`src/rtl/irb_fmi_tile_agen.sv`:
```
// FMI RAM read-address generator for one IRB input tile across a channel range.
// Optional stall counter on perf_stall when IRB_AGEN_PERF_EN is defined.
//   state  | meaning
//   S_IDLE | waiting for start
//   S_RUN  | streaming beats, out_valid high
//   S_DONE | one-cycle done pulse
module irb_fmi_tile_agen #(
   parameter int NKX    = 3,
   parameter int NKY    = 3,
   parameter int TOX    = 7,
   parameter int TOY    = 7,
   parameter int DIM_W  = 8,
   parameter int CH_W   = 11,
   parameter int ADDR_W = 20
) (
   input  logic              clk,
   input  logic              rst,
   input  logic              start,
   input  logic              cfg_stride2,
   input  logic [DIM_W-1:0]  cfg_nix,
   input  logic [DIM_W-1:0]  cfg_niy,
   input  logic [CH_W-1:0]   cfg_ch_base,
   input  logic [CH_W-1:0]   cfg_nch,
   input  logic [DIM_W-1:0]  cfg_ox,
   input  logic [DIM_W-1:0]  cfg_oy,
   output logic              busy,
   output logic              done,
   output logic              out_valid,
   input  logic              out_ready,
   output logic [ADDR_W-1:0] out_addr,
   output logic              out_pad,
   output logic [DIM_W-1:0]  out_tx,
   output logic [DIM_W-1:0]  out_ty,
   output logic              out_last,
   output logic [31:0]       perf_stall
);

   localparam int SW = DIM_W + 2;
   localparam int HX = (NKX - 1) / 2;
   localparam int HY = (NKY - 1) / 2;
   localparam logic [DIM_W-1:0] TIX_S1 = DIM_W'(TOX - 1 + NKX);
   localparam logic [DIM_W-1:0] TIX_S2 = DIM_W'(2 * (TOX - 1) + NKX);
   localparam logic [DIM_W-1:0] TIY_S1 = DIM_W'(TOY - 1 + NKY);
   localparam logic [DIM_W-1:0] TIY_S2 = DIM_W'(2 * (TOY - 1) + NKY);

   typedef enum logic [1:0] {S_IDLE, S_RUN, S_DONE} state_t;

   state_t            state_q, state_d;
   logic [DIM_W-1:0]  nix_q, niy_q, tix_q, tiy_q;
   logic [CH_W-1:0]   nch_q;
   logic [SW-1:0]     ix0_q, iy0_q;
   logic [ADDR_W-1:0] plane_q, row_off_q;
   logic [DIM_W-1:0]  tx_q, ty_q;
   logic [CH_W-1:0]   c_q;
   logic [SW-1:0]     ix_q, iy_q;
   logic [ADDR_W-1:0] row_q, chan_q;
   logic [ADDR_W-1:0] addr_q, addr_d;
   logic              pad_q, pad_d, last_q, last_d;

   logic              load, fire, upd;
   logic [DIM_W-1:0]  k_nix, k_niy, k_tix, k_tiy;
   logic [CH_W-1:0]   k_nch;
   logic [SW-1:0]     s_ix0, s_iy0;
   logic [ADDR_W-1:0] s_plane, s_row_off, s_chan;
   logic [DIM_W-1:0]  nb_tx, nb_ty;
   logic [CH_W-1:0]   nb_c;
   logic [SW-1:0]     nb_ix, nb_iy;
   logic [ADDR_W-1:0] nb_row, nb_chan;

   function automatic logic [ADDR_W-1:0] sext(input logic [SW-1:0] v);
      return {{(ADDR_W-SW){v[SW-1]}}, v};
   endfunction

   always_comb begin
      load    = (state_q == S_IDLE) && start;
      fire    = (state_q == S_RUN) && out_ready;
      upd     = (load && (cfg_nch != '0)) || (fire && !last_q);
      state_d = state_q;

      // Start-time setup: the only multiplies; everything after is add-only.
      s_ix0     = (cfg_stride2 ? {1'b0, cfg_ox, 1'b0} : {2'b00, cfg_ox}) - SW'(HX);
      s_iy0     = (cfg_stride2 ? {1'b0, cfg_oy, 1'b0} : {2'b00, cfg_oy}) - SW'(HY);
      s_plane   = ADDR_W'(cfg_nix) * ADDR_W'(cfg_niy);
      s_row_off = sext(s_iy0) * ADDR_W'(cfg_nix);
      s_chan    = ADDR_W'(cfg_ch_base) * s_plane;

      k_nix = load ? cfg_nix : nix_q;
      k_niy = load ? cfg_niy : niy_q;
      k_tix = load ? (cfg_stride2 ? TIX_S2 : TIX_S1) : tix_q;
      k_tiy = load ? (cfg_stride2 ? TIY_S2 : TIY_S1) : tiy_q;
      k_nch = load ? cfg_nch : nch_q;

      nb_tx   = tx_q;
      nb_ty   = ty_q;
      nb_c    = c_q;
      nb_ix   = ix_q;
      nb_iy   = iy_q;
      nb_row  = row_q;
      nb_chan = chan_q;

      if (load) begin
         nb_tx   = '0;
         nb_ty   = '0;
         nb_c    = '0;
         nb_ix   = s_ix0;
         nb_iy   = s_iy0;
         nb_chan = s_chan;
         nb_row  = s_chan + s_row_off;
      end else if (fire && !last_q) begin
         if (tx_q == tix_q - DIM_W'(1)) begin
            nb_tx = '0;
            nb_ix = ix0_q;
            if (ty_q == tiy_q - DIM_W'(1)) begin
               nb_ty   = '0;
               nb_iy   = iy0_q;
               nb_c    = c_q + CH_W'(1);
               nb_chan = chan_q + plane_q;
               nb_row  = chan_q + plane_q + row_off_q;
            end else begin
               nb_ty  = ty_q + DIM_W'(1);
               nb_iy  = iy_q + SW'(1);
               nb_row = row_q + ADDR_W'(nix_q);
            end
         end else begin
            nb_tx = tx_q + DIM_W'(1);
            nb_ix = ix_q + SW'(1);
         end
      end

      pad_d  = nb_ix[SW-1] || (nb_ix >= {2'b00, k_nix}) ||
               nb_iy[SW-1] || (nb_iy >= {2'b00, k_niy});
      addr_d = pad_d ? '0 : nb_row + sext(nb_ix);
      last_d = (nb_tx == k_tix - DIM_W'(1)) && (nb_ty == k_tiy - DIM_W'(1)) &&
               (nb_c == k_nch - CH_W'(1));

      case (state_q)
         S_IDLE:  if (load) state_d = (cfg_nch == '0) ? S_DONE : S_RUN;
         S_RUN:   if (fire && last_q) state_d = S_DONE;
         S_DONE:  state_d = S_IDLE;
         default: state_d = S_IDLE;
      endcase
   end

   always_ff @(posedge clk or posedge rst) begin
      if (rst) begin
         state_q   <= S_IDLE;
         nix_q     <= '0;
         niy_q     <= '0;
         tix_q     <= '0;
         tiy_q     <= '0;
         nch_q     <= '0;
         ix0_q     <= '0;
         iy0_q     <= '0;
         plane_q   <= '0;
         row_off_q <= '0;
         tx_q      <= '0;
         ty_q      <= '0;
         c_q       <= '0;
         ix_q      <= '0;
         iy_q      <= '0;
         row_q     <= '0;
         chan_q    <= '0;
         addr_q    <= '0;
         pad_q     <= 1'b0;
         last_q    <= 1'b0;
      end else begin
         state_q <= state_d;
         if (load) begin
            nix_q     <= k_nix;
            niy_q     <= k_niy;
            tix_q     <= k_tix;
            tiy_q     <= k_tiy;
            nch_q     <= k_nch;
            ix0_q     <= s_ix0;
            iy0_q     <= s_iy0;
            plane_q   <= s_plane;
            row_off_q <= s_row_off;
         end
         if (upd) begin
            tx_q   <= nb_tx;
            ty_q   <= nb_ty;
            c_q    <= nb_c;
            ix_q   <= nb_ix;
            iy_q   <= nb_iy;
            row_q  <= nb_row;
            chan_q <= nb_chan;
            addr_q <= addr_d;
            pad_q  <= pad_d;
            last_q <= last_d;
         end
      end
   end

   // busy includes the start cycle itself so a zero-channel request still shows it.
   assign busy      = (state_q != S_IDLE) || start;
   assign done      = (state_q == S_DONE);
   assign out_valid = (state_q == S_RUN);
   assign out_addr  = addr_q;
   assign out_pad   = pad_q;
   assign out_tx    = tx_q;
   assign out_ty    = ty_q;
   assign out_last  = last_q;

`ifdef IRB_AGEN_PERF_EN
   logic [31:0] stall_q;
   always_ff @(posedge clk or posedge rst) begin
      if (rst) begin
         stall_q <= '0;
      end else if (load) begin
         stall_q <= '0;
      end else if ((state_q == S_RUN) && !out_ready && (stall_q != '1)) begin
         stall_q <= stall_q + 32'd1;
      end
   end
   assign perf_stall = stall_q;
`else
   assign perf_stall = '0;
`endif

endmodule

```
`config.mk`:
```
export PLATFORM = sky130hd
export DESIGN_NAME = irb_fmi_tile_agen
export DESIGN_NICKNAME = d
export VERILOG_FILES = /design/src/rtl/irb_fmi_tile_agen.sv
export SDC_FILE = /design/constraint.sdc
export NUM_CORES = 2
export LEC_CHECK = 0
export ABC_CLOCK_PERIOD_IN_PS = 14800
export BUFFER_PORTS_ARGS = -buffer_cell sky130_fd_sc_hd__buf_4
export CAP_MARGIN = 20
export CORE_MARGIN = 1
export CORE_UTILIZATION = 55
export CTS_CLUSTER_DIAMETER = 120
export DETAILED_ROUTE_END_ITERATION = 7
export PLACE_DENSITY = 0.84
export SYNTH_ARGS = -nofsm -noshare
export SYNTH_HDL_FRONTEND = slang
export SYNTH_SLANG_ARGS = --single-unit
export TNS_END_PERCENT = 1
```
`constraint.sdc`:
```
create_clock -name clk -period 14.8 [get_ports clk]
set_clock_uncertainty 0.2 [all_clocks]
set_input_delay 3.7 -clock clk [delete_from_list [all_inputs] [get_ports clk]]
set_output_delay 3.7 -clock clk [all_outputs]
set_load 0.02 [all_outputs]
```
==> reports/qor.csv <==
metric;value;unit
ff2ff_setup_slack;8.02;ns
cts_buffers;24;
required;15.04;ns
ant_nets;0;
crit_slowest_cell;a2111oi_0;
diodes;0;
start_kind;primary input;
fillers;3886;
seq_area_frac_synth;20.4;%
slew_viol_final;0;
layout_common_cells;nand2_1, inv_1, ha_1;
fmax;0.0712;GHz
clock_path_buffers;3;
gp_congestion;0.924;
num_rows;78;
yosys_register_bits;209;
critPathKind;in -> reg;
fin_crit_sh;95.0;%
root_buffer;clkbuf_16;
tns;0;ns
critPathCaptureType;register;
clock_latency;0.55;ns
grt_pass1_vias;21700;
drt_pass1_iterations;6;
hold_viol;0;
final_common_cell;nand2_1;
layout-drive-gt1-share;7.04;%
finalNonFillerCells;3738;
ys_async_sr_fraction;100;%
synth_area;25700;um^2
hold_buffers;0;
die_y;218;um
nets;3619;
cts_sinks;209;
finalSetupViolations;0;
cts_resized;0;
drt_iter0_markers;1843;
path_max_fanout;19;
fin_crit;14.05;ns
initial_core_util;56.2;%
critical_path_buf_inv_count;6;
syn_area_per_cell;8.27;um^2
drcViolationCount;0;
dp_hpwl;49.0;mm
numPortBuffers;99;
avgViaCountPerCell;5.83;
cts_tree;done;
synthCells;3104;
synthDistinctLibCells;80;
yosysWarningCount;0;
synth_edf_count;0;
num_io_pins;132;
rsz0062_at_grt;false;
max_cap_violations;0;
slew_headroom;34.6;%
die_w;218;um
netlist.area_leader.share;20.4;%
crit_family;adder cells;
ys.flop_type;dfrtp_1;
antenna_found_initial;0;
area_delta_synth_final;7.70;%
tightest_slew;0.974;ns
vias;21800;
status;complete, no violations;
arrival;14.29;ns
wl_per_cell;17.4;um
synth_area_leaders;dfrtp_1, fa_1, ha_1;
grt_pass1_wl;108;mm
post_cts_buffers;0;
cp_common_cell;fa_1;
post-place-cells;3698;
min_path_type;reg -> reg;
core-area;45700;um^2
routed_wl;65.1;mm
die_area;47600;um^2
h-tree-depth;1;
cts.clk_slew.worst_paths;0.06;ns
grt_max_degree;134;
cpPeakStageDelay;0.59;ns
synth_top_cell_by_area;dfrtp_1;
grt_usage;27.9;%
gr-total-overflow;0;
Yosys cell counts, drive strengths merged (13+ instances only):
library cell,instances
a211oi,18
a21o,52
a21oi,159
a22o,24
a31oi,24
and2,146
and3,35
buf,54
clkbuf,119
dfrtp,209
fa,213
ha,223
inv,348
mux2,14
mux2i,36
nand2,486
nand2b,30
nand3,61
nand4,22
nor2,174
nor2b,33
nor3,47
o211ai,19
o21a,14
o21ai,142
o21bai,32
o22ai,15
or3,13
xnor2,134
xor2,48
cell type report:
cell class	instances	area, um^2	share of cell area, %
Timing Repair Buffer	136	1050	3.78
Tap cell	600	751	2.71
Clock inverter	10	145	0.525
Sequential cell	209	5230	18.9
Clock buffer	30	663	2.40
Multi-Input combinational cell	2405	18500	66.9
Inverter	348	1310	4.75
final timing paths:
path	cells past startpoint	from	to
worst max-delay path	39	cfg_nix[2]	out_addr[19]
worst min-delay path	2	niy_q[5]	niy_q[5]
worst max register to register	24	tix_q[0]	out_addr[18]
worst min register to register	2	niy_q[5]	niy_q[5]
max in group asynchronous	3	rst	out_addr[4]
min in group asynchronous	2	rst	out_tx[7]
per-layer routing:
layer,vias to the layer above,share of wire [%],track usage [%]
met5,-,0,0
met1,10600,42,36.8
met3,130,6.9,3.31
li1,10300,-,-
met2,760,48,47.7
met4,0,2.8,8.34
worst min-delay path, delay by kind of cell, from the launching register on:
kind	cells	cell delay, ns
flops	1	0.32
simple gates	2	0.11
state kept, by name, summed over array words and instances, names as in the netlist, 11 cells and up:
| signal | cells |
|---|---|
| chan_q | 20 |
| out_addr | 20 |
| nch_q | 11 |
| c_q | 11 |
| plane_q | 16 |
| row_q | 20 |
| row_off_q | 19 |
cell families (layout without fill, tap and decap cells):
kind of cell / count (synthesis) / count (layout) / share of synthesized area, %
and+or+nand+nor: 1097 / 1097 / 20.1
AOI/OAI and AO/OA: 601 / 601 / 15.1
buffers and inverters: 521 / 524 / 8.14
adders and majority gates: 436 / 436 / 27.5
DFF: 209 / 209 / 20.4
xor gates and xnor gates: 189 / 189 / 6.82
muxes: 50 / 50 / 2.02
other: 1 / 32 / 0.0146
through the flow:
stage | hold slack (ns) | utilization, % | instance area, um^2 | setup slack (ns)
after global placement | 0.254 | 58.8 | 26800 | 0.400
final | 0.274 | 60.5 | 27700 | 0.747
after floorplan | 0.240 | - | 25800 | 0.453
after CTS | 0.277 | 60.5 | 27700 | 0.747
after detailed placement | 0.261 | 58.8 | 26800 | 0.197
after global routing | 0.294 | 60.5 | 27700 | 0.198
Power is not shown: default switching activity piles up to over one toggle a cycle in this logic, so the estimate is an artifact.
